File: config.mk
export PLATFORM = sky130hd
export DESIGN_NAME = l1dcache_lsu_flat
export DESIGN_NICKNAME = d
export VERILOG_FILES = /design/src/rtl/l1dcache_core_if.sv /design/src/rtl/l1dcache_lsu.sv /design/src/flat_wrapper.sv
export SDC_FILE = /design/constraint.sdc
export NUM_CORES = 1
export LEC_CHECK = 0
export CAP_MARGIN = 20
export CORE_ASPECT_RATIO = 1.2
export CORE_MARGIN = 1
export CORE_UTILIZATION = 48
export CTS_CLUSTER_DIAMETER = 150
export DETAILED_ROUTE_END_ITERATION = 8
export PLACE_DENSITY = 0.79
export SLEW_MARGIN = 20
export SYNTH_ARGS = -nofsm -noshare
export SYNTH_HDL_FRONTEND = slang
export SYNTH_SLANG_ARGS = --single-unit
File: constraint.sdc
create_clock -name clk -period 6.85 [get_ports clk]
set_input_delay 1.37 -clock clk [delete_from_list [all_inputs] [get_ports clk]]
set_output_delay 1.37 -clock clk [all_outputs]
set_load 0.005 [all_outputs]
File: src/rtl/l1dcache_core_if.sv
// Core-side port of the L1 data cache. The load/store client drives the
// access (en/enW/addr/mask/reqData) and the kill strobe; the cache answers
// with hit/respData in the cycle after each access.
interface l1dcache_core_if;
    logic        en;
    logic        enW;
    logic [29:0] addr;
    logic [3:0]  mask;
    logic [31:0] reqData;
    logic        kill;
    logic        hit;
    logic [31:0] respData;

    // Client is the master side (load/store unit), Cache the slave side.
    modport Client (
        output en, enW, addr, mask, reqData, kill,
        input  hit, respData
    );

    modport Cache (
        input  en, enW, addr, mask, reqData, kill,
        output hit, respData
    );
endinterface

File: src/rtl/l1dcache_lsu.sv
// Load/store client for the L1 data cache: turns sized byte-address
// requests into word-address/byte-mask accesses, retries misses with a
// fixed backoff, and returns aligned, extended load data as a one-cycle
// completion pulse.
//
// Handshake: a request transfers in the cycle where req_valid && req_ready;
// req_ready is high only in IDLE with no flush. resp_valid is a single-cycle
// pulse with no back-pressure. flush squashes whatever is in flight.
module l1dcache_lsu #(
    parameter int TAG_W     = 4,
    parameter int MAX_RETRY = 15,
    parameter int BACKOFF   = 2
) (
    input  logic             clk,
    input  logic             rst,
    input  logic             req_valid,
    output logic             req_ready,
    input  logic             req_we,
    input  logic [31:0]      req_addr,
    input  logic [1:0]       req_size,
    input  logic             req_unsigned,
    input  logic [31:0]      req_data,
    input  logic [TAG_W-1:0] req_tag,
    input  logic             flush,
    output logic             resp_valid,
    output logic [TAG_W-1:0] resp_tag,
    output logic [31:0]      resp_data,
    output logic [1:0]       resp_err,
    output logic [1:0]       dbg_state,
    l1dcache_core_if.Client  cache
);

    localparam int RC_W = (MAX_RETRY > 0) ? $clog2(MAX_RETRY + 1) : 1;
    localparam int BO_W = (BACKOFF > 0) ? $clog2(BACKOFF + 1) : 1;

    typedef enum logic [1:0] {
        S_IDLE    = 2'd0,
        S_ISSUE   = 2'd1,
        S_CHECK   = 2'd2,
        S_BACKOFF = 2'd3
    } state_t;

    state_t state_q, state_d;

    // Hold registers for the request being serviced.
    logic             we_q, we_d;
    logic [29:0]      addr_q, addr_d;
    logic [1:0]       off_q, off_d;
    logic [1:0]       size_q, size_d;
    logic             uns_q, uns_d;
    logic [3:0]       mask_q, mask_d;
    logic [31:0]      wdata_q, wdata_d;
    logic [TAG_W-1:0] tag_q, tag_d;
    logic [RC_W-1:0]  retry_q, retry_d;
    logic [BO_W-1:0]  bo_q, bo_d;

    logic             resp_valid_q, resp_valid_d;
    logic [TAG_W-1:0] resp_tag_q, resp_tag_d;
    logic [31:0]      resp_data_q, resp_data_d;
    logic [1:0]       resp_err_q, resp_err_d;

    logic [1:0]  in_off;
    logic [3:0]  in_mask;
    logic        in_misalign;
    logic [31:0] in_wdata;
    logic        accept_ok;
    logic        accept_bad;
    logic [31:0] ld_shift;
    logic [31:0] ld_ext;

    assign in_off     = req_addr[1:0];
    assign in_wdata   = req_data << {in_off, 3'b000};
    assign accept_ok  = req_valid && req_ready && !in_misalign;
    assign accept_bad = req_valid && req_ready && in_misalign;
    assign dbg_state  = state_q;

    // Decode the incoming request into a byte mask and an alignment fault.
    always_comb begin
        in_mask     = 4'b0000;
        in_misalign = 1'b0;
        case (req_size)
            2'd0: in_mask = 4'b0001 << in_off;
            2'd1: begin
                in_mask     = 4'b0011 << in_off;
                in_misalign = in_off[0];
            end
            2'd2: begin
                in_mask     = 4'hF;
                in_misalign = (in_off != 2'd0);
            end
            default: in_misalign = 1'b1;
        endcase
    end

    // Align the returned word to the access and extend it to 32 bits.
    always_comb begin
        ld_shift = cache.respData >> {off_q, 3'b000};
        case (size_q)
            2'd0:    ld_ext = {{24{!uns_q && ld_shift[7]}}, ld_shift[7:0]};
            2'd1:    ld_ext = {{16{!uns_q && ld_shift[15]}}, ld_shift[15:0]};
            default: ld_ext = ld_shift;
        endcase
    end

    // State register.
    always_ff @(posedge clk or posedge rst) begin
        if (rst) state_q <= S_IDLE;
        else     state_q <= state_d;
    end

    // Next-state logic; flush always returns to IDLE.
    always_comb begin
        state_d = state_q;
        if (flush) begin
            state_d = S_IDLE;
        end else begin
            case (state_q)
                S_IDLE:  if (accept_ok) state_d = S_CHECK;
                S_ISSUE: state_d = S_CHECK;
                S_CHECK: begin
                    if (cache.hit || retry_q == RC_W'(MAX_RETRY)) state_d = S_IDLE;
                    else if (BACKOFF > 0)                         state_d = S_BACKOFF;
                    else                                          state_d = S_ISSUE;
                end
                S_BACKOFF: if (bo_q == BO_W'(1)) state_d = S_ISSUE;
                default:   state_d = S_IDLE;
            endcase
        end
    end

    // Cache-side outputs and req_ready; everything idle while reset is held.
    always_comb begin
        req_ready     = !rst && (state_q == S_IDLE) && !flush;
        cache.en      = 1'b0;
        cache.enW     = we_q;
        cache.addr    = addr_q;
        cache.mask    = mask_q;
        cache.reqData = wdata_q;
        cache.kill    = 1'b0;
        if (!rst) begin
            case (state_q)
                S_IDLE: begin
                    cache.en      = accept_ok;
                    cache.enW     = req_we;
                    cache.addr    = req_addr[31:2];
                    cache.mask    = in_mask;
                    cache.reqData = in_wdata;
                end
                S_ISSUE: cache.en   = !flush;
                S_CHECK: cache.kill = flush;
                default: ;
            endcase
        end
    end

    // Hold registers, retry/backoff counters and the registered response.
    always_comb begin
        we_d         = we_q;
        addr_d       = addr_q;
        off_d        = off_q;
        size_d       = size_q;
        uns_d        = uns_q;
        mask_d       = mask_q;
        wdata_d      = wdata_q;
        tag_d        = tag_q;
        retry_d      = retry_q;
        bo_d         = bo_q;
        resp_valid_d = 1'b0;
        resp_tag_d   = resp_tag_q;
        resp_data_d  = resp_data_q;
        resp_err_d   = resp_err_q;
        case (state_q)
            S_IDLE: begin
                if (accept_ok) begin
                    we_d    = req_we;
                    addr_d  = req_addr[31:2];
                    off_d   = in_off;
                    size_d  = req_size;
                    uns_d   = req_unsigned;
                    mask_d  = in_mask;
                    wdata_d = in_wdata;
                    tag_d   = req_tag;
                    retry_d = '0;
                end else if (accept_bad) begin
                    resp_valid_d = 1'b1;
                    resp_tag_d   = req_tag;
                    resp_data_d  = 32'd0;
                    resp_err_d   = 2'd1;
                end
            end
            S_CHECK: begin
                if (!flush) begin
                    if (cache.hit) begin
                        resp_valid_d = 1'b1;
                        resp_tag_d   = tag_q;
                        resp_data_d  = we_q ? 32'd0 : ld_ext;
                        resp_err_d   = 2'd0;
                    end else if (retry_q == RC_W'(MAX_RETRY)) begin
                        resp_valid_d = 1'b1;
                        resp_tag_d   = tag_q;
                        resp_data_d  = 32'd0;
                        resp_err_d   = 2'd2;
                    end else begin
                        retry_d = retry_q + RC_W'(1);
                        bo_d    = BO_W'(BACKOFF);
                    end
                end
            end
            S_BACKOFF: if (!flush) bo_d = bo_q - BO_W'(1);
            default: ;
        endcase
    end

    // Datapath flops.
    always_ff @(posedge clk or posedge rst) begin
        if (rst) begin
            we_q         <= 1'b0;
            addr_q       <= '0;
            off_q        <= '0;
            size_q       <= '0;
            uns_q        <= 1'b0;
            mask_q       <= '0;
            wdata_q      <= '0;
            tag_q        <= '0;
            retry_q      <= '0;
            bo_q         <= '0;
            resp_valid_q <= 1'b0;
            resp_tag_q   <= '0;
            resp_data_q  <= '0;
            resp_err_q   <= '0;
        end else begin
            we_q         <= we_d;
            addr_q       <= addr_d;
            off_q        <= off_d;
            size_q       <= size_d;
            uns_q        <= uns_d;
            mask_q       <= mask_d;
            wdata_q      <= wdata_d;
            tag_q        <= tag_d;
            retry_q      <= retry_d;
            bo_q         <= bo_d;
            resp_valid_q <= resp_valid_d;
            resp_tag_q   <= resp_tag_d;
            resp_data_q  <= resp_data_d;
            resp_err_q   <= resp_err_d;
        end
    end

    assign resp_valid = resp_valid_q;
    assign resp_tag   = resp_tag_q;
    assign resp_data  = resp_data_q;
    assign resp_err   = resp_err_q;

endmodule

File: src/flat_wrapper.sv
// flat-port wrapper written by rule: the top's interface ports become plain ports
module l1dcache_lsu_flat 
#(
    parameter int TAG_W     = 4,
    parameter int MAX_RETRY = 15,
    parameter int BACKOFF   = 2
)
  (clk, rst, req_valid, req_ready, req_we, req_addr, req_size, req_unsigned, req_data, req_tag, flush, resp_valid, resp_tag, resp_data, resp_err, dbg_state, cache_en, cache_enW, cache_addr, cache_mask, cache_reqData, cache_kill, cache_hit, cache_respData);
  l1dcache_core_if cache_i ();
  input  logic clk;
  input  logic rst;
  input  logic req_valid;
  output logic req_ready;
  input  logic req_we;
  input  logic [31:0] req_addr;
  input  logic [1:0] req_size;
  input  logic req_unsigned;
  input  logic [31:0] req_data;
  input  logic [TAG_W-1:0] req_tag;
  input  logic flush;
  output logic resp_valid;
  output logic [TAG_W-1:0] resp_tag;
  output logic [31:0] resp_data;
  output logic [1:0] resp_err;
  output logic [1:0] dbg_state;
  output wire logic [$bits(cache_i.en)-1:0] cache_en;
  output wire logic [$bits(cache_i.enW)-1:0] cache_enW;
  output wire logic [$bits(cache_i.addr)-1:0] cache_addr;
  output wire logic [$bits(cache_i.mask)-1:0] cache_mask;
  output wire logic [$bits(cache_i.reqData)-1:0] cache_reqData;
  output wire logic [$bits(cache_i.kill)-1:0] cache_kill;
  input wire logic [$bits(cache_i.hit)-1:0] cache_hit;
  input wire logic [$bits(cache_i.respData)-1:0] cache_respData;
  assign cache_en = cache_i.en;
  assign cache_enW = cache_i.enW;
  assign cache_addr = cache_i.addr;
  assign cache_mask = cache_i.mask;
  assign cache_reqData = cache_i.reqData;
  assign cache_kill = cache_i.kill;
  assign cache_i.hit = cache_hit;
  assign cache_i.respData = cache_respData;
  l1dcache_lsu #(.TAG_W(TAG_W), .MAX_RETRY(MAX_RETRY), .BACKOFF(BACKOFF)) u_core (.clk(clk), .rst(rst), .req_valid(req_valid), .req_ready(req_ready), .req_we(req_we), .req_addr(req_addr), .req_size(req_size), .req_unsigned(req_unsigned), .req_data(req_data), .req_tag(req_tag), .flush(flush), .resp_valid(resp_valid), .resp_tag(resp_tag), .resp_data(resp_data), .resp_err(resp_err), .dbg_state(dbg_state), .cache(cache_i));
endmodule
After elaboration in Yosys (flattened, before gate mapping)
Cells that the tools add are included.
Widths: inputs -> output; s select.
- flip-flop bits (word level): 123
- input bits: 109
- add/subtract/negate cells: 2
- equality and inequality tests: 18
- shift operators: 4
- mux-type cells: 55
- reductions and logical operators: 23
- operators by type and width (kind ; number):
    $mux 32 ; 8
    $pmux 32 s2 ; 2
    $mux 30 ; 2
    $mux 4 ; 11
    $shl 32x5->32 ; 1
    $shr 32x5->32 ; 1
    $mux 2 ; 13
    $pmux 4 s2 ; 2
    $reduce_and 5->1 ; 3
    $pmux 4 s3 ; 1
    $mux 1 ; 10
    $ne 2x2->1 const B ; 5
    $ne 3x2->1 const B ; 3
    $eq 2x1->1 const B ; 4
    $pmux 2 s2 ; 2
    $pmux 2 s4 ; 1
    $logic_and 1x1->1 ; 7
    $eq 2x2->1 const B ; 3
    $logic_not 2->1 ; 3
    $reduce_bool 2->1 ; 3
    $add 4x1->4 const B ; 1
    $eq 4x4->1 const B ; 1
    $logic_not 1->1 ; 4
    $ne 2x1->1 const B ; 2
    other kinds (7) ; 9

Longest topological paths before layout
Gate-level depths: netlist of the first run.
- word-level depth: 8
- gate-level depth with buffers: 9
- gate-level depth less buffers: 6

Least setup slack after synthesis of the first run
Ideal clock, no wire load.
- path kind: input to output
- start point: input rst
- end point: output cache_mask[2]
- data arrival time: 5.098 ns
- path slack: 0.382 ns
- stages: 5
- buffers on the path: 2
- cell sequence: inv_1 nand3_1 clkbuf_1 clkbuf_1 a21oi_1
- word-level cells in the longest chain between the ends: 1
- ends and longest elaborated chain (element ; line ; RTL):
    start: declaration ; flat_wrapper.sv:11 ; input logic rst;
    $mux 4 ; l1dcache_lsu.sv:140 ; if (!rst) begin
    end: declaration ; flat_wrapper.sv:29 ; output wire logic [$bits(cache_i.mask)-1:0] cache_mask;
No other way between the ends.

Worst setup path in the final report of the first run
- start point: input req_addr[1]
- end point: output cache_reqData[29]
- word-level cells in the longest chain between the ends: 3
- ends and longest elaborated chain (element ; line ; RTL):
    start: declaration ; flat_wrapper.sv:15 ; input logic [31:0] req_addr;
    $shl 32x5->32 ; l1dcache_lsu.sv:72 ; assign in_wdata = req_data << {in_off, 3'b000};
    $mux 32 ; l1dcache_lsu.sv:141 ; case (state_q)
    $mux 32 ; l1dcache_lsu.sv:140 ;
    end: declaration ; flat_wrapper.sv:30 ; output wire logic [$bits(cache_i.reqData)-1:0] cache_reqData;
No other way between the ends.

==> metrics.cfg, run 1 <==
[status]
status=completed

[grt]
gr-total-overflow=0
grt_use_total_pct=26.3
grt_pass1_wl_mm=31.4
antenna_found_initial=0
grt_pass1_vias=6024
grt_max_degree=102

[sta]
finalCritPeriodShare_pct=75.7
rsz0062_at_grt=no
drv_slew=0
relSlewSlack_pct=36.0
worst_pin_slew_ns=0.960
fin_crit_ns=5.18
final-hold-violation-count=0
fin_tns_setup_ns=0
fmax_mhz=193
setup_viol=0
finClkSkew_ns=0.00841

[clocking]
cts_max_path_buffers=2
post-cts-setup-buffers=0
numCtsBuffers=17
clk-insertion-delay-late_ns=0.42
cts_resized=0
htree_num_levels=4
clk_pin_slew_ns=0.05
cts_hold_buf=0
clock_sinks=123
cts-root-buf=clkbuf_16
cts_tree=built

[placed_design]
postPlaceCellArea_um2=9330
dpl.cell_count=1113
io_buffers=219
gp_congestion=0.880
place_hpwl_mm=13.6

[drt]
drt-total-wl_mm=19.7
drc_errors=0
avgViaCountPerCell=5.59
vias=6402
drtPass1Iterations=4
wl_per_cell_um=17.2
antenna_left=0
drt_iter0_markers=473

[yosys]
yosysTopAreaCell=dfrtp_1
synth_top_flop_cell=dfrtp_1
synth_edf_count=0
syn_nets=878
syn-cell-area_um2=7070
yosys_warnings=0
synthTopCellsByArea=dfrtp_1 44%, nand2_1 9.4%, mux2_1 8.9%
netlist.area_leader.share_pct=43.5
syn_inst=767
ys_types=61
avgSynthCellArea_um2=9.22
seq_area_frac_synth_pct=43.5
synth-seq-cells=123
synth-async-reset-ratio_pct=100

[critical_path]
rr_endpoint=u_core.resp_data[24]$_DFFE_PP0P_
critPathKind=input pin to primary output
r2r_start=u_core.retry_q[0]$_DFFE_PP0P_
crit_family=buffers and inverters
cp-endpoint=cache_reqData[29]
path_max_fanout=16
crit_cells=6
end_kind=primary output
slowest_delay_ns=0.89
cp-start-kind=input pin
crit_chain=clkdlybuf4s50_1 > buf_4 > mux2_2 > a21oi_1 > o21ai_0 > clkdlybuf4s50_1
cp_common_cell=clkdlybuf4s50_1
rrSetupSlack_ns=4.11
reg2reg_depth=6
cp-startpoint=req_addr[1]
cp_num_buf_inv=3
worst_ep_arrival_time_ns=3.81
required_ns=5.48
crit_slowest_cell=clkdlybuf4s50_1

[power]
ir_drop_mv=0.172
total_leakage_power_nw=4.31
powerDensity_nw_per_um2=259

[worst_hold_path]
hold_depth=2
hold_path_class=flip-flop to flip-flop

[floorplan]
die_w_um=113
core_um2=14400
ios=220
die_y_um=135
die-area_um2=15200
start_util_pct=49.1
row_count=48

[finish]
final_common_cell=clkdlybuf4s50_1
n_fill_cell=1147
final_cell_count_no_fill=1145
num_antenna_cells=0
final_cell_mix=219 x clkdlybuf4s50_1, 177 x nand2_1, 123 x dfrtp_1
nets=1068
postLayoutCellArea_um2=9920
layout-drive-gt1-share_pct=9.38
syn2layout_area_growth_pct=40.4

[flow_run]
maxCapViolCount=0

report_power, final:
| group | switching, mW | leakage [nW] | internal, mW | total, mW |
|---|---|---|---|---|
| combinational | 0.356 | 2.43 | 0.387 | 0.742 |
| sequential | 0.0768 | 1.58 | 0.862 | 0.939 |
| clock | 0.327 | 0.293 | 0.558 | 0.886 |
registers in the layout, summed over array words and instances, names as in the netlist, 2 cells and up:
| register | count |
|---|---|
| u_core.resp_data | 32 |
| u_core.off_q | 2 |
| u_core.bo_q | 2 |
| u_core.wdata_q | 32 |
| u_core.dbg_state | 2 |
| u_core.retry_q | 4 |
| u_core.size_q | 2 |
| u_core.addr_q | 30 |
| u_core.tag_q | 4 |
| u_core.resp_tag | 4 |
| u_core.mask_q | 4 |
| u_core.resp_err | 2 |
layer usage:
metal  vias to the layer above  share of wire [%]  wire, um  track usage [%]
met4                         0                2.2       437             9.70
met1                      3046                 43      8400             33.7
met3                        33                8.4      1660             8.93
met5                         -                  0         0                0
li1                       3075                  -         -                -
met2                       248                 47      9240             41.3
synth_stat cells, types with 6 or more instances:
cell	number
nand2_1	177
dfrtp_1	123
mux2_1	56
nor2_1	51
o21ai_0	48
a21oi_1	42
clkbuf_1	42
mux2i_1	33
o211ai_1	26
o31ai_2	18
a211oi_1	15
nor2b_1	15
mux2_2	14
buf_2	11
o2bb2ai_1	8
buf_1	7
inv_1	7
a22oi_1	6
o31ai_1	6
cell families after synthesis:
family | count (synthesis) | share of synthesized area, %
simple gates | 268 | 15.9
compound gates | 191 | 18.7
flops | 123 | 43.5
mux | 105 | 16.5
buf+inv | 75 | 4.72
xor+xnor | 3 | 0.372
fa+ha+maj | 2 | 0.354
how the worst min path moves through the flow:
stage / startpoint / to / slack [ns]
after floorplan: u_core.wdata_q[0]$_DFFE_PP0N_ / u_core.wdata_q[0]$_DFFE_PP0N_ / 0.45
after global placement: u_core.wdata_q[4]$_DFFE_PP0N_ / u_core.wdata_q[4]$_DFFE_PP0N_ / 0.46
after detailed placement: u_core.wdata_q[2]$_DFFE_PP0N_ / u_core.wdata_q[2]$_DFFE_PP0N_ / 0.47
after CTS: u_core.wdata_q[2]$_DFFE_PP0N_ / u_core.wdata_q[2]$_DFFE_PP0N_ / 0.48
after global routing: u_core.wdata_q[30]$_DFFE_PP0N_ / u_core.wdata_q[30]$_DFFE_PP0N_ / 0.50
final: u_core.wdata_q[30]$_DFFE_PP0N_ / u_core.wdata_q[30]$_DFFE_PP0N_ / 0.48
per-stage QoR:
| stage | hold slack, ns | utilization (%) | setup WS [ns] | total power, mW |
|---|---|---|---|---|
| 3_3_place_gp | 0.461 | 64.7 | 1.69 | 1.67 |
| 4_1_cts | 0.482 | 68.8 | 1.65 | 2.59 |
| 2_1_floorplan | 0.450 | - | 0.382 | 1.34 |
| 3_5_place_dp | 0.471 | 64.7 | 1.68 | 1.69 |
| 5_1_grt | 0.496 | 68.9 | 1.46 | 2.70 |
| 6_report | 0.479 | 68.9 | 1.67 | 2.57 |
layout make-up:
cell class                      instances  area (um2)  area share, %
Clock inverter                          8        82.6          0.832
Sequential cell                       123        3080           31.0
Multi-Input combinational cell        569        3670           37.0
Clock buffer                           24         512           5.16
Timing Repair Buffer                  235        2320           23.3
Inverter                               11        48.8          0.492
Tap cell                              175         219           2.21
worst reg2reg max path: cells and delay by family, from the launching register on:
family / cells / cell delay [ns]
fa+ha+maj: 1 / 0.23
flops: 1 / 0.41
buf+inv: 1 / 0.38
simple gates: 1 / 0.80
compound gates: 3 / 0.77
No activity file was read; power rests on OpenSTA's default activity.
==> run 2: changes to the inputs <==
Settings changed: CORE_UTILIZATION 48 to 43, PLACE_DENSITY 0.79 to 0.75.
Clock period 6.85 ns to 4.3 ns, I/O delays scaled along.
==> metrics.cfg, run 2 (same netlist as run 1, synthesis figures left out) <==
[critical_path]
path_max_fanout=28
critPathKind=input pin to primary output
rr_endpoint=u_core.resp_data[28]$_DFFE_PP0P_
rrSetupSlack_ns=1.58
worst_ep_arrival_time_ns=2.95
cp-start-kind=input pin
reg2reg_depth=5
required_ns=3.44
end_kind=primary output
r2r_start=u_core.dbg_state[0]$_DFFE_PP0P_

[drt]
drc_errors=0
avgViaCountPerCell=5.45
wl_per_cell_um=17.5
drt_iter0_markers=489
drt-total-wl_mm=20.7
antenna_left=0
drtPass1Iterations=5
vias=6460

[finish]
nets=1071
layout-drive-gt1-share_pct=9.66
syn2layout_area_growth_pct=42.2
num_antenna_cells=0
final_common_cell=clkdlybuf4s50_1
final_cell_count_no_fill=1185
final_cell_mix=219 x clkdlybuf4s50_1, 177 x nand2_1, 123 x dfrtp_1
n_fill_cell=1390

[grt]
grt_pass1_vias=6232
grt_use_total_pct=24.7
gr-total-overflow=0
grt_max_degree=102
antenna_found_initial=0
grt_pass1_wl_mm=32.9

[clocking]
clock_sinks=123
clk_pin_slew_ns=0.06
cts_resized=0
cts_hold_buf=0
cts_tree=built
post-cts-setup-buffers=0
htree_num_levels=4
numCtsBuffers=17
cts_max_path_buffers=2
clk-insertion-delay-late_ns=0.42
cts-root-buf=clkbuf_16

[floorplan]
die-area_um2=17000
core_um2=16100
start_util_pct=43.8
ios=220
die_w_um=119
die_y_um=142
row_count=51

[sta]
final-hold-violation-count=0
finalCritPeriodShare_pct=88.7
relSlewSlack_pct=36.7
finClkSkew_ns=0.00698
fmax_mhz=262
drv_slew=0
setup_viol=0
rsz0062_at_grt=no
fin_crit_ns=3.81
worst_pin_slew_ns=0.949

[power]
ir_drop_mv=0.242
total_leakage_power_nw=4.34
powerDensity_nw_per_um2=415
power.total_mw=4.17

[worst_hold_path]
hold_path_startpoint=u_core.wdata_q[7]$_DFFE_PP0N_
hold_depth=2
holdPathEnd=u_core.wdata_q[7]$_DFFE_PP0N_
hold_path_class=flip-flop to flip-flop

[placed_design]
io_buffers=219
gp_congestion=0.845
dpl.cell_count=1153
place_hpwl_mm=14.2

[flow_run]
maxCapViolCount=0

[status]
status=completed

[run 2: cell types whose count changed in the layout (fill, tap and decap cells not counted), moves of 2 or more]
cell,before,now
clkbuf_8,6,1
clkinvlp_4,1,3
buf_12,0,4
bufinv_16,1,3
[run 2: through the flow]
stage               instance area (um2)  util (%)  TNS, ns  worst slack, ns  hold WS [ns]
CTS                               10100      62.3        0            0.484         0.484
finish                            10100      62.3        0            0.486         0.483
global placement                   9450      58.5        0            0.544         0.461
floorplan                          7120         -    -8.17           -0.155         0.450
detailed placement                 9450      58.5        0            0.504         0.471
global route                      10100      62.3        0            0.363         0.505
[run 2: critical path, stage by stage]
cell             delay (ns)
clkdlybuf4s50_1        0.48
buf_4                  0.31
clkinv_1               0.35
a22oi_1                0.36
a21oi_1                0.11
clkdlybuf4s50_1        0.46
[run 2: how the worst max path moves through the flow]
stage,startpoint,end,slack (ns),cells past startpoint
2_1_floorplan,rst,cache_addr[28],-0.15,6
3_3_place_gp,rst,cache_reqData[26],0.54,7
3_5_place_dp,req_addr[0],cache_reqData[16],0.50,6
4_1_cts,req_addr[0],cache_reqData[16],0.48,6
5_1_grt,req_addr[0],cache_reqData[2],0.36,6
6_report,req_addr[0],cache_reqData[16],0.49,6
[run 2: layout make-up]
class	instances	area, um2	area share [%]
clock buffers	19	443	4.40
clock inverters	13	168	1.67
inverters	11	50.0	0.498
multi-input cells	569	3670	36.5
flip-flops and latches	123	3080	30.6
repair buffers	238	2380	23.7
well taps	212	265	2.64
[run 2: layer usage]
layer | vias to the layer above | global-route usage, % | part of all wire (%)
met4 | 0 | 8.93 | 2.1
li1 | 3082 | - | -
met3 | 31 | 6.13 | 7.2
met5 | - | 0 | 0
met1 | 3092 | 30.3 | 41
met2 | 255 | 41.8 | 49
[run 2: power by group]
part	switching (mW)	internal, mW
Combinational	0.548	0.626
Sequential	0.148	1.37
Clock	0.549	0.931
